<file path="src/rtl/ca_cmd_receiver_if.sv">
`default_nettype none
// ============================================================================
//  Module      : ca_cmd_receiver_if
//  Description : Bus bundle for the DDR5 CA command receiver. Carries the
//                sampled CA bus and chip select, the decoded-command
//                valid/ready handshake with the head-of-FIFO payload, and
//                the status/counter outputs.
//  Modports    : master - CA driver / command consumer side
//                         (drives ca_in, cs_n, cmd_ready)
//                slave  - the receiver (drives cmd_*, fifo_level,
//                         overflow, cmd_count, err_count)
//  Revision    : 1.0  initial release
// ============================================================================
interface ca_cmd_receiver_if #(
    parameter int CA_WIDTH   = 7,
    parameter int FIFO_DEPTH = 4,
    parameter int CNT_WIDTH  = 16
);
    localparam int c_lvl_w = $clog2(FIFO_DEPTH) + 1;

    logic [CA_WIDTH-1:0]  ca_in;
    logic                 cs_n;
    logic                 cmd_valid;
    logic                 cmd_ready;
    logic [2:0]           cmd_type;
    logic [CA_WIDTH-1:0]  cmd_ui0;
    logic [CA_WIDTH-1:0]  cmd_ui1;
    logic [c_lvl_w-1:0]   fifo_level;
    logic                 overflow;
    logic [CNT_WIDTH-1:0] cmd_count;
    logic [CNT_WIDTH-1:0] err_count;

    modport master (
        output ca_in, cs_n, cmd_ready,
        input  cmd_valid, cmd_type, cmd_ui0, cmd_ui1,
               fifo_level, overflow, cmd_count, err_count
    );

    modport slave (
        input  ca_in, cs_n, cmd_ready,
        output cmd_valid, cmd_type, cmd_ui0, cmd_ui1,
               fifo_level, overflow, cmd_count, err_count
    );
endinterface
`default_nettype wire

</file>
<file path="src/rtl/ca_cmd_receiver.sv">
`default_nettype none
// ============================================================================
//  Module      : ca_cmd_receiver
//  Description : DRAM-side receiver for the 7-bit DDR5 CA bus. Samples ca_in
//                qualified by cs_n, assembles one- or two-UI frames,
//                classifies them and queues decoded commands in a small FIFO
//                with a valid/ready output handshake.
//  Ports       : clk   - single clock, rising edge
//                rst_n - synchronous active-low reset
//                bus   - ca_cmd_receiver_if.slave:
//                          ca_in, cs_n          CA bus / chip select in
//                          cmd_valid, cmd_ready head handshake
//                          cmd_type/ui0/ui1     registered head payload
//                          fifo_level           post-edge occupancy
//                          overflow             sticky drop flag
//                          cmd_count, err_count saturating counters
//  Revision    : 1.0  initial release
// ============================================================================
module ca_cmd_receiver #(
    parameter int CA_WIDTH   = 7,
    parameter int FIFO_DEPTH = 4,
    parameter int CNT_WIDTH  = 16
) (
    input  wire logic        clk,
    input  wire logic        rst_n,
    ca_cmd_receiver_if.slave bus
);

    localparam int c_ptr_w = $clog2(FIFO_DEPTH);
    localparam int c_lvl_w = $clog2(FIFO_DEPTH) + 1;
    // FIFO entry layout: {type[2:0], ui0, ui1}
    localparam int c_ent_w = 3 + 2 * CA_WIDTH;

    localparam logic [c_lvl_w-1:0] c_full_lvl = c_lvl_w'(FIFO_DEPTH);
    localparam logic [c_lvl_w-1:0] c_one_lvl  = c_lvl_w'(1);

    localparam logic [2:0] c_type_act = 3'd0;
    localparam logic [2:0] c_type_rd  = 3'd1;
    localparam logic [2:0] c_type_wr  = 3'd2;
    localparam logic [2:0] c_type_mrw = 3'd3;
    localparam logic [2:0] c_type_ref = 3'd4;
    localparam logic [2:0] c_type_pre = 3'd5;
    localparam logic [2:0] c_type_ill = 3'd7;

    typedef enum logic [0:0] {
        ST_IDLE     = 1'b0,
        ST_UI1_WAIT = 1'b1
    } state_t;

    // ------------------------------------------------------------------
    // Registered state
    // ------------------------------------------------------------------
    state_t               r_state;
    logic [2:0]           r_pend_type;
    logic [CA_WIDTH-1:0]  r_pend_ui0;
    logic [c_ent_w-1:0]   r_mem [FIFO_DEPTH];
    logic [c_ptr_w-1:0]   r_wr_ptr;
    logic [c_ptr_w-1:0]   r_rd_ptr;
    logic [c_lvl_w-1:0]   r_level;
    logic                 r_valid;
    logic [c_ent_w-1:0]   r_head;
    logic                 r_overflow;
    logic [CNT_WIDTH-1:0] r_cmd_cnt;
    logic [CNT_WIDTH-1:0] r_err_cnt;

    // ------------------------------------------------------------------
    // Combinational signals
    // ------------------------------------------------------------------
    logic [2:0]           w_dec_type;
    logic                 w_dec_two;
    logic                 w_dec_nop;
    logic                 w_new_ui0;
    logic                 w_frame_done;
    logic                 w_proto_err;
    logic                 w_illegal;
    logic                 w_push_req;
    logic [c_ent_w-1:0]   w_push_ent;
    state_t               w_state_nxt;
    logic                 w_full;
    logic                 w_pop;
    logic                 w_push;
    logic                 w_drop;
    logic [c_ptr_w-1:0]   w_rd_ptr_p1;
    logic [c_lvl_w-1:0]   w_level_nxt;
    logic [c_ent_w-1:0]   w_head_nxt;
    logic [1:0]           w_err_inc;
    logic [CNT_WIDTH:0]   w_err_sum;

    // ------------------------------------------------------------------
    // UI0 opcode decode of the bus as currently presented.
    // The exact five-bit opcodes are matched before the ACT prefix
    // (ca[1:0]=00); WR's opcode 01100 also ends in 00 and would otherwise
    // never be reachable.
    // ------------------------------------------------------------------
    always_comb begin : decode
        w_dec_type = c_type_ill;
        w_dec_two  = 1'b0;
        w_dec_nop  = 1'b0;
        case (bus.ca_in[4:0])
            5'b01101: begin w_dec_type = c_type_rd;  w_dec_two = 1'b1; end
            5'b01100: begin w_dec_type = c_type_wr;  w_dec_two = 1'b1; end
            5'b10101: begin w_dec_type = c_type_mrw; w_dec_two = 1'b1; end
            5'b11011: w_dec_type = c_type_ref;
            5'b11010: w_dec_type = c_type_pre;
            5'b11111: w_dec_nop  = 1'b1;
            default: begin
                if (bus.ca_in[1:0] == 2'b00) begin
                    w_dec_type = c_type_act;
                    w_dec_two  = 1'b1;
                end
            end
        endcase
    end

    // ------------------------------------------------------------------
    // Frame assembly. cs_n low is always a fresh UI0, even while a
    // two-UI frame is waiting; in that case the pending frame is dropped
    // as a protocol error and the new UI0 is handled as if from IDLE.
    // ------------------------------------------------------------------
    always_comb begin : frame
        w_new_ui0    = ~bus.cs_n;
        w_frame_done = (r_state == ST_UI1_WAIT) &&  bus.cs_n;
        w_proto_err  = (r_state == ST_UI1_WAIT) && ~bus.cs_n;
        w_illegal    = w_new_ui0 && !w_dec_nop && (w_dec_type == c_type_ill);
        w_push_req   = w_frame_done || (w_new_ui0 && !w_dec_two && !w_dec_nop);

        if (w_frame_done) begin
            w_push_ent = {r_pend_type, r_pend_ui0, bus.ca_in};
        end else begin
            w_push_ent = {w_dec_type, bus.ca_in, {CA_WIDTH{1'b0}}};
        end

        if (w_new_ui0 && w_dec_two) begin
            w_state_nxt = ST_UI1_WAIT;
        end else begin
            w_state_nxt = ST_IDLE;
        end
    end

    // ------------------------------------------------------------------
    // FIFO control. A full FIFO still accepts a push when the head is
    // popped on the same edge.
    // ------------------------------------------------------------------
    always_comb begin : fifo_ctrl
        w_full      = (r_level == c_full_lvl);
        w_pop       = r_valid && bus.cmd_ready;
        w_push      = w_push_req && (!w_full || w_pop);
        w_drop      = w_push_req && w_full && !w_pop;
        w_rd_ptr_p1 = r_rd_ptr + c_ptr_w'(1);

        w_level_nxt = r_level;
        if (w_push && !w_pop) begin
            w_level_nxt = r_level + c_one_lvl;
        end else if (!w_push && w_pop) begin
            w_level_nxt = r_level - c_one_lvl;
        end

        // Next registered head: the entry behind the popped one if there is
        // one, otherwise the command being pushed into an (effectively)
        // empty FIFO. With nothing to show the head simply holds.
        w_head_nxt = r_head;
        if (w_pop) begin
            if (r_level > c_one_lvl) begin
                w_head_nxt = r_mem[w_rd_ptr_p1];
            end else if (w_push) begin
                w_head_nxt = w_push_ent;
            end
        end else if ((r_level == '0) && w_push) begin
            w_head_nxt = w_push_ent;
        end
    end

    // ------------------------------------------------------------------
    // Error accounting: protocol error, ILLEGAL frame and drop can all
    // land on one edge (an ILLEGAL frame that is dropped counts twice).
    // The extra sum bit flags saturation.
    // ------------------------------------------------------------------
    always_comb begin : err_acc
        w_err_inc = {1'b0, w_proto_err} + {1'b0, w_illegal} + {1'b0, w_drop};
        w_err_sum = {1'b0, r_err_cnt} + (CNT_WIDTH + 1)'(w_err_inc);
    end

    // ------------------------------------------------------------------
    // Storage array; contents are don't-care after reset because the
    // pointers and level are cleared.
    // ------------------------------------------------------------------
    always_ff @(posedge clk) begin
        if (w_push) begin
            r_mem[r_wr_ptr] <= w_push_ent;
        end
    end

    // ------------------------------------------------------------------
    // Frame FSM, FIFO pointers, head register and counters
    // ------------------------------------------------------------------
    always_ff @(posedge clk) begin
        if (!rst_n) begin
            r_state     <= ST_IDLE;
            r_pend_type <= '0;
            r_pend_ui0  <= '0;
            r_wr_ptr    <= '0;
            r_rd_ptr    <= '0;
            r_level     <= '0;
            r_valid     <= 1'b0;
            r_head      <= '0;
            r_overflow  <= 1'b0;
            r_cmd_cnt   <= '0;
            r_err_cnt   <= '0;
        end else begin
            r_state <= w_state_nxt;
            if (w_new_ui0 && w_dec_two) begin
                r_pend_type <= w_dec_type;
                r_pend_ui0  <= bus.ca_in;
            end
            if (w_push) begin
                r_wr_ptr <= r_wr_ptr + c_ptr_w'(1);
            end
            if (w_pop) begin
                r_rd_ptr <= w_rd_ptr_p1;
            end
            r_level <= w_level_nxt;
            r_valid <= (w_level_nxt != '0);
            r_head  <= w_head_nxt;
            if (w_drop) begin
                r_overflow <= 1'b1;
            end
            if (w_push && (r_cmd_cnt != '1)) begin
                r_cmd_cnt <= r_cmd_cnt + CNT_WIDTH'(1);
            end
            r_err_cnt <= w_err_sum[CNT_WIDTH] ? '1 : w_err_sum[CNT_WIDTH-1:0];
        end
    end

    // ------------------------------------------------------------------
    // Outputs
    // ------------------------------------------------------------------
    assign bus.cmd_valid  = r_valid;
    assign bus.cmd_type   = r_head[c_ent_w-1 -: 3];
    assign bus.cmd_ui0    = r_head[2*CA_WIDTH-1 -: CA_WIDTH];
    assign bus.cmd_ui1    = r_head[CA_WIDTH-1:0];
    assign bus.fifo_level = r_level;
    assign bus.overflow   = r_overflow;
    assign bus.cmd_count  = r_cmd_cnt;
    assign bus.err_count  = r_err_cnt;

endmodule
`default_nettype wire

</file>
<file path="src/flat_wrapper.sv">
// flat-port wrapper written by rule: the top's interface ports become plain ports
module ca_cmd_receiver_flat 
#(
    parameter int CA_WIDTH   = 7,
    parameter int FIFO_DEPTH = 4,
    parameter int CNT_WIDTH  = 16
)
  (clk, rst_n, bus_ca_in, bus_cs_n, bus_cmd_ready, bus_cmd_valid, bus_cmd_type, bus_cmd_ui0, bus_cmd_ui1, bus_fifo_level, bus_overflow, bus_cmd_count, bus_err_count);
  ca_cmd_receiver_if #(.CA_WIDTH(CA_WIDTH), .FIFO_DEPTH(FIFO_DEPTH), .CNT_WIDTH(CNT_WIDTH)) bus_i ();
  input  wire logic clk;
  input  wire logic rst_n;
  input wire logic [$bits(bus_i.ca_in)-1:0] bus_ca_in;
  input wire logic [$bits(bus_i.cs_n)-1:0] bus_cs_n;
  input wire logic [$bits(bus_i.cmd_ready)-1:0] bus_cmd_ready;
  output wire logic [$bits(bus_i.cmd_valid)-1:0] bus_cmd_valid;
  output wire logic [$bits(bus_i.cmd_type)-1:0] bus_cmd_type;
  output wire logic [$bits(bus_i.cmd_ui0)-1:0] bus_cmd_ui0;
  output wire logic [$bits(bus_i.cmd_ui1)-1:0] bus_cmd_ui1;
  output wire logic [$bits(bus_i.fifo_level)-1:0] bus_fifo_level;
  output wire logic [$bits(bus_i.overflow)-1:0] bus_overflow;
  output wire logic [$bits(bus_i.cmd_count)-1:0] bus_cmd_count;
  output wire logic [$bits(bus_i.err_count)-1:0] bus_err_count;
  assign bus_i.ca_in = bus_ca_in;
  assign bus_i.cs_n = bus_cs_n;
  assign bus_i.cmd_ready = bus_cmd_ready;
  assign bus_cmd_valid = bus_i.cmd_valid;
  assign bus_cmd_type = bus_i.cmd_type;
  assign bus_cmd_ui0 = bus_i.cmd_ui0;
  assign bus_cmd_ui1 = bus_i.cmd_ui1;
  assign bus_fifo_level = bus_i.fifo_level;
  assign bus_overflow = bus_i.overflow;
  assign bus_cmd_count = bus_i.cmd_count;
  assign bus_err_count = bus_i.err_count;
  ca_cmd_receiver #(.CA_WIDTH(CA_WIDTH), .FIFO_DEPTH(FIFO_DEPTH), .CNT_WIDTH(CNT_WIDTH)) u_core (.clk(clk), .rst_n(rst_n), .bus(bus_i));
endmodule
</file>
<file path="config.mk">
export PLATFORM = sky130hd
export DESIGN_NAME = ca_cmd_receiver_flat
export DESIGN_NICKNAME = d
export VERILOG_FILES = /design/src/rtl/ca_cmd_receiver_if.sv /design/src/rtl/ca_cmd_receiver.sv /design/src/flat_wrapper.sv
export SDC_FILE = /design/constraint.sdc
export NUM_CORES = 1
export LEC_CHECK = 0
export ABC_AREA = 1
export BUFFER_PORTS_ARGS = -buffer_cell sky130_fd_sc_hd__buf_2
export CORE_MARGIN = 8
export CORE_UTILIZATION = 24
export CTS_BUF_LIST = sky130_fd_sc_hd__clkbuf_8
export CTS_CLUSTER_DIAMETER = 200
export DETAILED_ROUTE_END_ITERATION = 8
export GPL_ROUTABILITY_DRIVEN = 0
export GPL_TIMING_DRIVEN = 0
export HOLD_SLACK_MARGIN = 0.06
export PLACE_DENSITY_LB_ADDON = 0.12
export SETUP_SLACK_MARGIN = 0.2
export SYNTH_ARGS = -nofsm -noshare
export SYNTH_HDL_FRONTEND = slang
export SYNTH_SLANG_ARGS = --single-unit
</file>
<file path="constraint.sdc">
create_clock -name clk -period 9 [get_ports clk]
set_clock_uncertainty 0.05 [all_clocks]
set_input_delay 2.7 -clock clk [delete_from_list [all_inputs] [get_ports clk]]
set_output_delay 2.7 -clock clk [all_outputs]
set_load 0.02 [all_outputs]
</file>
==> results of run 1 <==
-- synthesized netlist by cell type, types with 4 or more instances --
cell type,number
buf_2,10
a22oi_1,5
nor3_1,7
edfxtp_1,68
nor2_1,74
ha_1,11
nand3_1,56
nand2_2,6
dfxtp_1,69
nand2_1,155
nor2_2,7
a21oi_1,61
xor2_1,13
inv_2,6
inv_1,80
xnor2_1,4
o21ai_0,49
clkbuf_1,8
-- through the flow --
stage / instances / total power [mW]
after global routing: 1178 / 1.76
after detailed placement: 1146 / 1.15
after CTS: 1178 / 1.68
final: 1178 / 1.65
after global placement: 1142 / 1.14
after floorplan: 737 / 0.994
-- critical path, stage by stage --
cell,delay [ns]
buf_2,0.14
inv_2,0.11
nand3_1,0.12
o211ai_2,0.28
nand2_4,0.14
nand2_2,0.13
nor2_1,0.09
fa_1,0.52
ha_1,0.19
fa_1,0.23
nand3_2,0.11
nor2_2,0.11
nand2_2,0.09
nor3b_4,0.31
nand3_2,0.17
o21ai_0,0.11
a21oi_1,0.05
or2_1,0.21
inv_1,0.05
-- metal layers --
| metal | GRT usage (%) | up-vias |
|---|---|---|
| met5 | 0 | - |
| met4 | 3.30 | 2 |
| met3 | 2.84 | 10 |
| met2 | 20.5 | 76 |
| met1 | 16.0 | 2408 |
| li1 | - | 2603 |
-- report_power, final --
part | internal [mW] | total [mW] | switching, mW
clock network | 0.253 | 0.533 | 0.280
logic | 0.120 | 0.393 | 0.273
registers | 0.699 | 0.724 | 0.0253
-- area by class of cell --
class                      count  area, sq um  share of cell area (%)
sequential                   137         3420                    44.6
multi-input combinational    486         2530                    33.0
tap                          341          427                    5.56
timing repair buffer          68          418                    5.45
inverter                      88          335                    4.37
clock buffer                  17          234                    3.05
clock inverter                15          165                    2.15
buffer                        26          138                    1.79
-- worst paths after layout --
kind	end	slack, ns	from	cells after the start
setup / recovery	u_core.bus.err_count[13]	3.46	bus_ca_in[4]	19
hold / removal	u_core.r_pend_type[2]	0.41	u_core.r_pend_type[2]	2
setup reg to reg	u_core.bus.err_count[13]	5.57	u_core.bus.fifo_level[0]	16
hold reg to reg	u_core.r_pend_type[2]	0.41	u_core.r_pend_type[2]	2
-- flip-flops by register name (all words and copies together), names as in the netlist --
signal / count
u_core.bus.overflow: 1
u_core.r_mem: 68
u_core.bus.fifo_level: 3
u_core.bus.cmd_count: 16
u_core.r_rd_ptr: 2
u_core.r_wr_ptr: 2
u_core.r_pend_ui0: 7
u_core.bus.cmd_valid: 1
u_core.r_head: 17
u_core.r_state: 1
u_core.bus.err_count: 16
u_core.r_pend_type: 3
-- kinds of logic after synthesis --
| logic type | synth area share, % |
|---|---|
| XOR/XNOR | 2.32 |
| flip-flops | 53.4 |
| AND/OR/NAND/NOR | 23.5 |
| adder cells (fa/ha/maj) | 2.77 |
| buffers and inverters | 7.37 |
| AO/OA/AOI/OAI | 10.7 |
==> results by group, run 1 <==
Outcome
  • Status: finished clean

STA
  • Max-slew headroom: approximately two fifths
  • Max Freq: 181 MHz
  • Max-slew violation count: 0
  • Min Tclk post-route: 5.54 ns
  • Unrepaired setup endpoints after global routing: false
  • Worst hold slack: between 0.4 and 0.5 ns
  • Final worst setup slack: approximately 3.5 ns
  • Crit share post-route: 61.5%
  • Worst slew pin tran: 0.878 ns
  • Final number of setup-violating endpoints: 0
  • Fin. Hold Viols: 0
  • Total negative setup slack: 0 ns

Floorplanning
  • Die Ht: around 180 um
  • Die Width: 180 um
  • Starting density of the core: roughly a quarter
  • Top-Level Pins: 65
  • DIE AREA: 32200 sq um
  • Core Rows: 60
  • Core area: between 20000 and 30000 sq um

Layout
  • Commonest non-fill, non-tap cell in the layout: nand2_1
  • Most frequent cells in the layout: nand2_1 (155), inv_1 (81), buf_2 (74)
  • Final Cell Area: between 7000 and 8000 sq um
  • Filler Cell Count: 2925
  • Layout area overhead: 19.5%
  • Nets: between 800 and 900
  • Util after Layout: between 20% and 30%
  • Diodes inserted: 0
  • Proportion of layout cells with a drive suffix above 1: 18.4%

Synthesis
  • Ys Warns: 0
  • Syn Inst Count: about 740
  • Async set-or-reset flop fraction in the synthesized netlist: 0%
  • Post-synthesis cell type count: 48
  • Sequential share of the synthesized area: 53.4%
  • Post-Syn Nets: roughly 760
  • Top cells by area, synth: edfxtp_1 (32%), dfxtp_1 (22%), nand2_1 (9.1%)
  • Syn_area_per_cell: roughly 8.7 sq um
  • Dominant cell type by area after synthesis: edfxtp_1
  • Post-synth EDFFs: 68
  • Yosys top cell area share: 31.8%
  • Flops & latches, synth: about 140
  • Synth Flop Type: dfxtp_1
  • Mapped Area: 6420 sq um

Clock tree
  • CTS Buffer Depth: 2
  • Root Buffer: clkbuf_8
  • Clock sinks: about 140
  • CTS clock-pin slew for the worst setup and hold paths: 0.08 ns
  • CTS Buf Count: 17
  • Post-CTS Resized: 0
  • Setup Buffers After CTS: 0
  • Clk_lat worst skew: 0.45 ns
  • CTS H-Tree Depth: 4
  • CTS tree: built
  • Cts hold-fix bufs: 0

Placed design
  • Pre-CTS setup slack: around 3.0 ns
  • HPWL Detailed: 14200 um
  • Placed cell area: roughly 7300 sq um
  • Port Buffer Count: 64

Global route
  • Vias in the first global route: about 5300
  • GRT Total Usage: about an eighth
  • Initial antenna violation count: 1
  • First-pass GRT wire length: 31100 um
  • Largest net degree at the start of global routing: 17
  • GRT Residual Overflow: 0

Route
  • Drt via density: between 4 and 5
  • Drc violations: 0
  • Routed len/inst: 16.5 um
  • Met2 wire length: roughly 9200 um
  • DRT Wirelength: between 15000 and 20000 um
  • Met3 WL post-DR: roughly 730 um
  • Drt first-iter violations: between 300 and 400
  • DR vias: between 5000 and 6000
  • Routed Antenna Nets: 0
  • DR top layer: met5
  • Wire length on met1: just over 9000 um
  • Detailed Routing Iterations Pass 1: 4

Hold path
  • Hold Crit Class: reg2reg

Power
  • Worst VDD drop: 0.0000645 V
  • Pwr/cell area: 215 nW/um^2
  • Leakage: approximately 3.2 nW

Setup path
  • Arrival time at the worst endpoint: between 5 and 6 ns
  • Kind of critical path: in2reg
  • Crit path launch type: primary input
  • Critical-path maximum fanout: 7
  • Critical Path End Type: flop
  • Worst EP required: 9.33 ns

Run
  • Max-Cap Viols: 0
Note: power is estimated with default switching activity, not from simulation.
==> inputs of run 2 (changes only) <==
--- a/config.mk
+++ b/config.mk
@@ -5,7 +5,7 @@
 export SDC_FILE = /design/constraint.sdc
 export NUM_CORES = 1
 export LEC_CHECK = 0
-export ABC_AREA = 1
+export ABC_AREA = 0
 export BUFFER_PORTS_ARGS = -buffer_cell sky130_fd_sc_hd__buf_2
 export CORE_MARGIN = 8
 export CORE_UTILIZATION = 24
==> constraint.sdc (replaced) <==
create_clock -name clk -period 4.6 [get_ports clk]
set_clock_uncertainty 0.05 [all_clocks]
set_input_delay 1.38 -clock clk [delete_from_list [all_inputs] [get_ports clk]]
set_output_delay 1.38 -clock clk [all_outputs]
set_load 0.02 [all_outputs]
==> run 2 against run 1 <==
Sequential share of layout area rose by 3.2 points. Total power up 100%. Synthesized area is 6.1% lower. Cell count down 21%. Via count fell by 20%. Register-to-register slack worse by 4.4 ns. Die area down 5.5%. Utilization down 0.14 points. Final area is 6.8% lower. Clock power up 93%. Sequential power grew 110%. Critical endpoint is now u_core.bus.err_count[10]. Largest cell class unchanged. Highest routed layer is now met4.
==> results by group, run 2 <==
Synthesis
  • Sequential share of the synthesized area: 56.8% (+3.5 points)
  • Dominant cell type by area after synthesis: edfxtp_1
  • Flops & latches, synth: 137 (unchanged)
  • Post-synth EDFFs: 68 (unchanged)
  • Top-count cell post-synth: dfxtp_1
  • Yosys top cell area share: 33.9% (+2.1 points)
  • Top cells by area, synth: edfxtp_1 (34%), dfxtp_1 (23%), mux4_2 (6.4%)
  • Syn_area_per_cell: 12.0 sq um (+37%)
  • Synth Flop Type: dfxtp_1
  • Synth cell count leaders: dfxtp_1 (69), edfxtp_1 (68), nand2_1 (64), nor2_1 (54), a21oi_1 (25)
  • Post-Syn Nets: 528 (-31%)
  • Syn Inst Count: 504 (-32%)
  • Post-synthesis cell type count: 50 (+4.2%)
  • Async set-or-reset flop fraction in the synthesized netlist: 0% (unchanged)
  • Ys Warns: 0 (unchanged)
  • Mapped Area: 6030 sq um (-6.1%)

Route
  • Wire length on met1: 7190 um (-23%)
  • Drt via density: 4.41 (+1.9%)
  • Routed Antenna Nets: 0 (unchanged)
  • Routed len/inst: 17.3 um (+5.0%)
  • Detailed Routing Iterations Pass 1: 4 (unchanged)
  • DR vias: 4084 (-20%)
  • Drt first-iter violations: 165 (-46%)
  • Met2 wire length: 7960 um (-13%)
  • DRT Wirelength: 16000 um (-17%)
  • Met3 WL post-DR: 704 um (-3.7%)
  • DR top layer: met4
  • Drc violations: 0 (unchanged)

Placed design
  • HPWL Detailed: 11100 um (-21%)
  • Port Buffer Count: 61 (-4.7%)

Power
  • Pwr Total: 3.34 mW (+100%)
  • Pwr/cell area: 467 nW/um^2 (+120%)
  • Leakage: 2.65 nW (-18%)
  • Worst VDD drop: 0.000175 V (+170%)

STA
  • Final number of setup-violating endpoints: 0 (unchanged)
  • Max Freq: roughly 240 MHz
  • Crit share post-route: between 80 and 90%
  • Max-slew violation count: 0 (unchanged)
  • Total negative setup slack: 0 ns (unchanged)
  • Fin. Hold Viols: 0 (unchanged)
  • Max-slew headroom: 28.7% (-13 points)
  • Worst slew pin tran: 1.07 ns (+0.191 ns)
  • Unrepaired setup endpoints after global routing: false
  • Min Tclk post-route: ~4.1 ns

Floorplanning
  • Die Ht: 174 um (-2.8%)
  • Core Rows: 58 (-3.3%)
  • Die Width: 174 um (-2.8%)
  • DIE AREA: 30400 sq um (-5.5%)
  • Starting density of the core: 24.2% (+0.065 points)
  • Core area: 24900 sq um (-6.3%)
  • Top-Level Pins: 65 (unchanged)

Run
  • Max-Cap Viols: 0 (unchanged)

Hold path
  • Hold Crit Depth: 2 (unchanged)
  • Hold Crit Class: reg2reg
  • Hold Path End: u_core.r_pend_type[1]
  • HP Start: u_core.r_pend_type[1]

Outcome
  • Status: finished clean

Layout
  • Biggest register: u_core.r_mem
  • Seq. cell area: 3420 sq um (unchanged)
  • Layout area overhead: 18.6%
  • Proportion of layout cells with a drive suffix above 1: 25.7% (+7.3 points)
  • Multi-input logic area: 2400 sq um (-5.2%)
  • Nets: 608 (-28%)
  • Most frequent cells in the layout: buf_2 (69), dfxtp_1 (69), edfxtp_1 (68)
  • Diodes inserted: 0 (unchanged)
  • Number of flip-flops in the largest register: 68 (unchanged)
  • Regs by FF count: u_core.r_mem: 68 flops, u_core.r_head: 17 flops
  • Filler Cell Count: 2597 (-11%)

Global route
  • First-pass GRT wire length: 25100 um (-19%)
  • Initial antenna violation count: 0 (-1)
  • Largest net degree at the start of global routing: 18 (+1)
  • GRT Total Usage: 10.9% (-1.5 points)
  • Vias in the first global route: 4300 (-18%)
  • GRT Residual Overflow: 0 (unchanged)

Setup path
  • R2r endpoint: u_core.bus.err_count[10]
  • Crit path launch type: primary input
  • Critical Path End Type: flop
  • R2R cell count: 11 (-5)
  • Arrival time at the worst endpoint: 4.38 ns (-1.49 ns)
  • FF-to-FF Start: u_core.r_state
  • Kind of critical path: in2reg
  • Worst EP required: 4.84 ns (-4.49 ns)
  • Critical-path maximum fanout: 10 (+3)
  • R2r setup slk: 1.16 ns (-4.41 ns)

Clock tree
  • Post-CTS Resized: 0 (unchanged)
  • CTS H-Tree Depth: 4 (unchanged)
  • Clk_lat worst skew: 0.44 ns (about the same)
  • CTS clock-pin slew for the worst setup and hold paths: 0.07 ns (about the same)
  • Root Buffer: clkbuf_8
  • CTS tree: built
  • Cts hold-fix bufs: 0 (unchanged)
  • CTS Buffer Depth: 2 (unchanged)
  • CTS Buf Count: 17 (unchanged)
  • Setup Buffers After CTS: 0 (unchanged)
  • Clock sinks: 137 (unchanged)
run 2: kinds of logic (layout without fill, tap and decap cells):
kind of cell,Yosys count,count (layout),synth area share [%]
adder cells (fa/ha/maj),13,13,2.95
XOR/XNOR,28,28,4.19
AO/OA/AOI/OAI,65,65,8.58
AND/OR/NAND/NOR,190,190,14.7
flip-flops,137,137,56.8
multiplexers,34,34,9.36
buffers and inverters,37,129,3.41
run 2: worst max-delay path: stages:
cell     delay (ns)
buf_2          0.11
buf_2          0.22
nor3_2         0.10
a21oi_4        0.26
nand2_4        0.13
nor2_1         0.22
fa_1           0.45
ha_1           0.25
fa_1           0.49
nand3_1        0.18
or3_1          0.22
buf_2          0.26
a21oi_1        0.11
run 2: report_power, final:
group	switching (mW)	leakage (nW)	total (mW)	internal, mW
Sequential	0.0665	1.19	1.49	1.42
Clock	0.493	0.201	1.03	0.538
Combinational	0.525	1.27	0.817	0.291
run 2: through the flow:
stage          setup slack, ns  hold slack [ns]  instance area [sq um]  utilization (%)  instances
5_1_grt                  0.260            0.441                   7150             28.7        926
6_report                 0.461            0.410                   7150             28.7        926
3_5_place_dp            0.0119            0.399                   6740             27.1        895
3_3_place_gp            0.0787            0.394                   6740             27.1        895
2_1_floorplan            0.567            0.384                   6030                -        504
4_1_cts                  0.477            0.410                   7150             28.7        926
run 2: layout make-up:
| cell class | instances | area share [%] |
|---|---|---|
| clock buffer | 17 | 3.27 |
| tap | 330 | 5.78 |
| multi-input combinational | 330 | 33.5 |
| clock inverter | 14 | 2.40 |
| timing repair buffer | 61 | 4.27 |
| inverter | 9 | 0.473 |
| buffer | 28 | 2.40 |
| sequential | 137 | 47.9 |
run 2: routing by layer:
layer	GRT usage, %	up-vias
met5	0	-
met4	3.38	0
met3	3.17	9
met2	18.3	75
met1	13.3	2017
li1	-	1983
run 2: how the worst max path moves through the flow:
stage	startpoint	end	depth (start not counted)
final	bus_ca_in[1]	u_core.bus.err_count[10]	13
after global routing	bus_ca_in[1]	u_core.bus.err_count[10]	13
after CTS	bus_ca_in[1]	u_core.bus.err_count[3]	13
after detailed placement	bus_ca_in[1]	u_core.bus.err_count[3]	13
after floorplan	bus_ca_in[4]	u_core.bus.err_count[2]	12
after global placement	bus_ca_in[1]	u_core.bus.err_count[3]	13
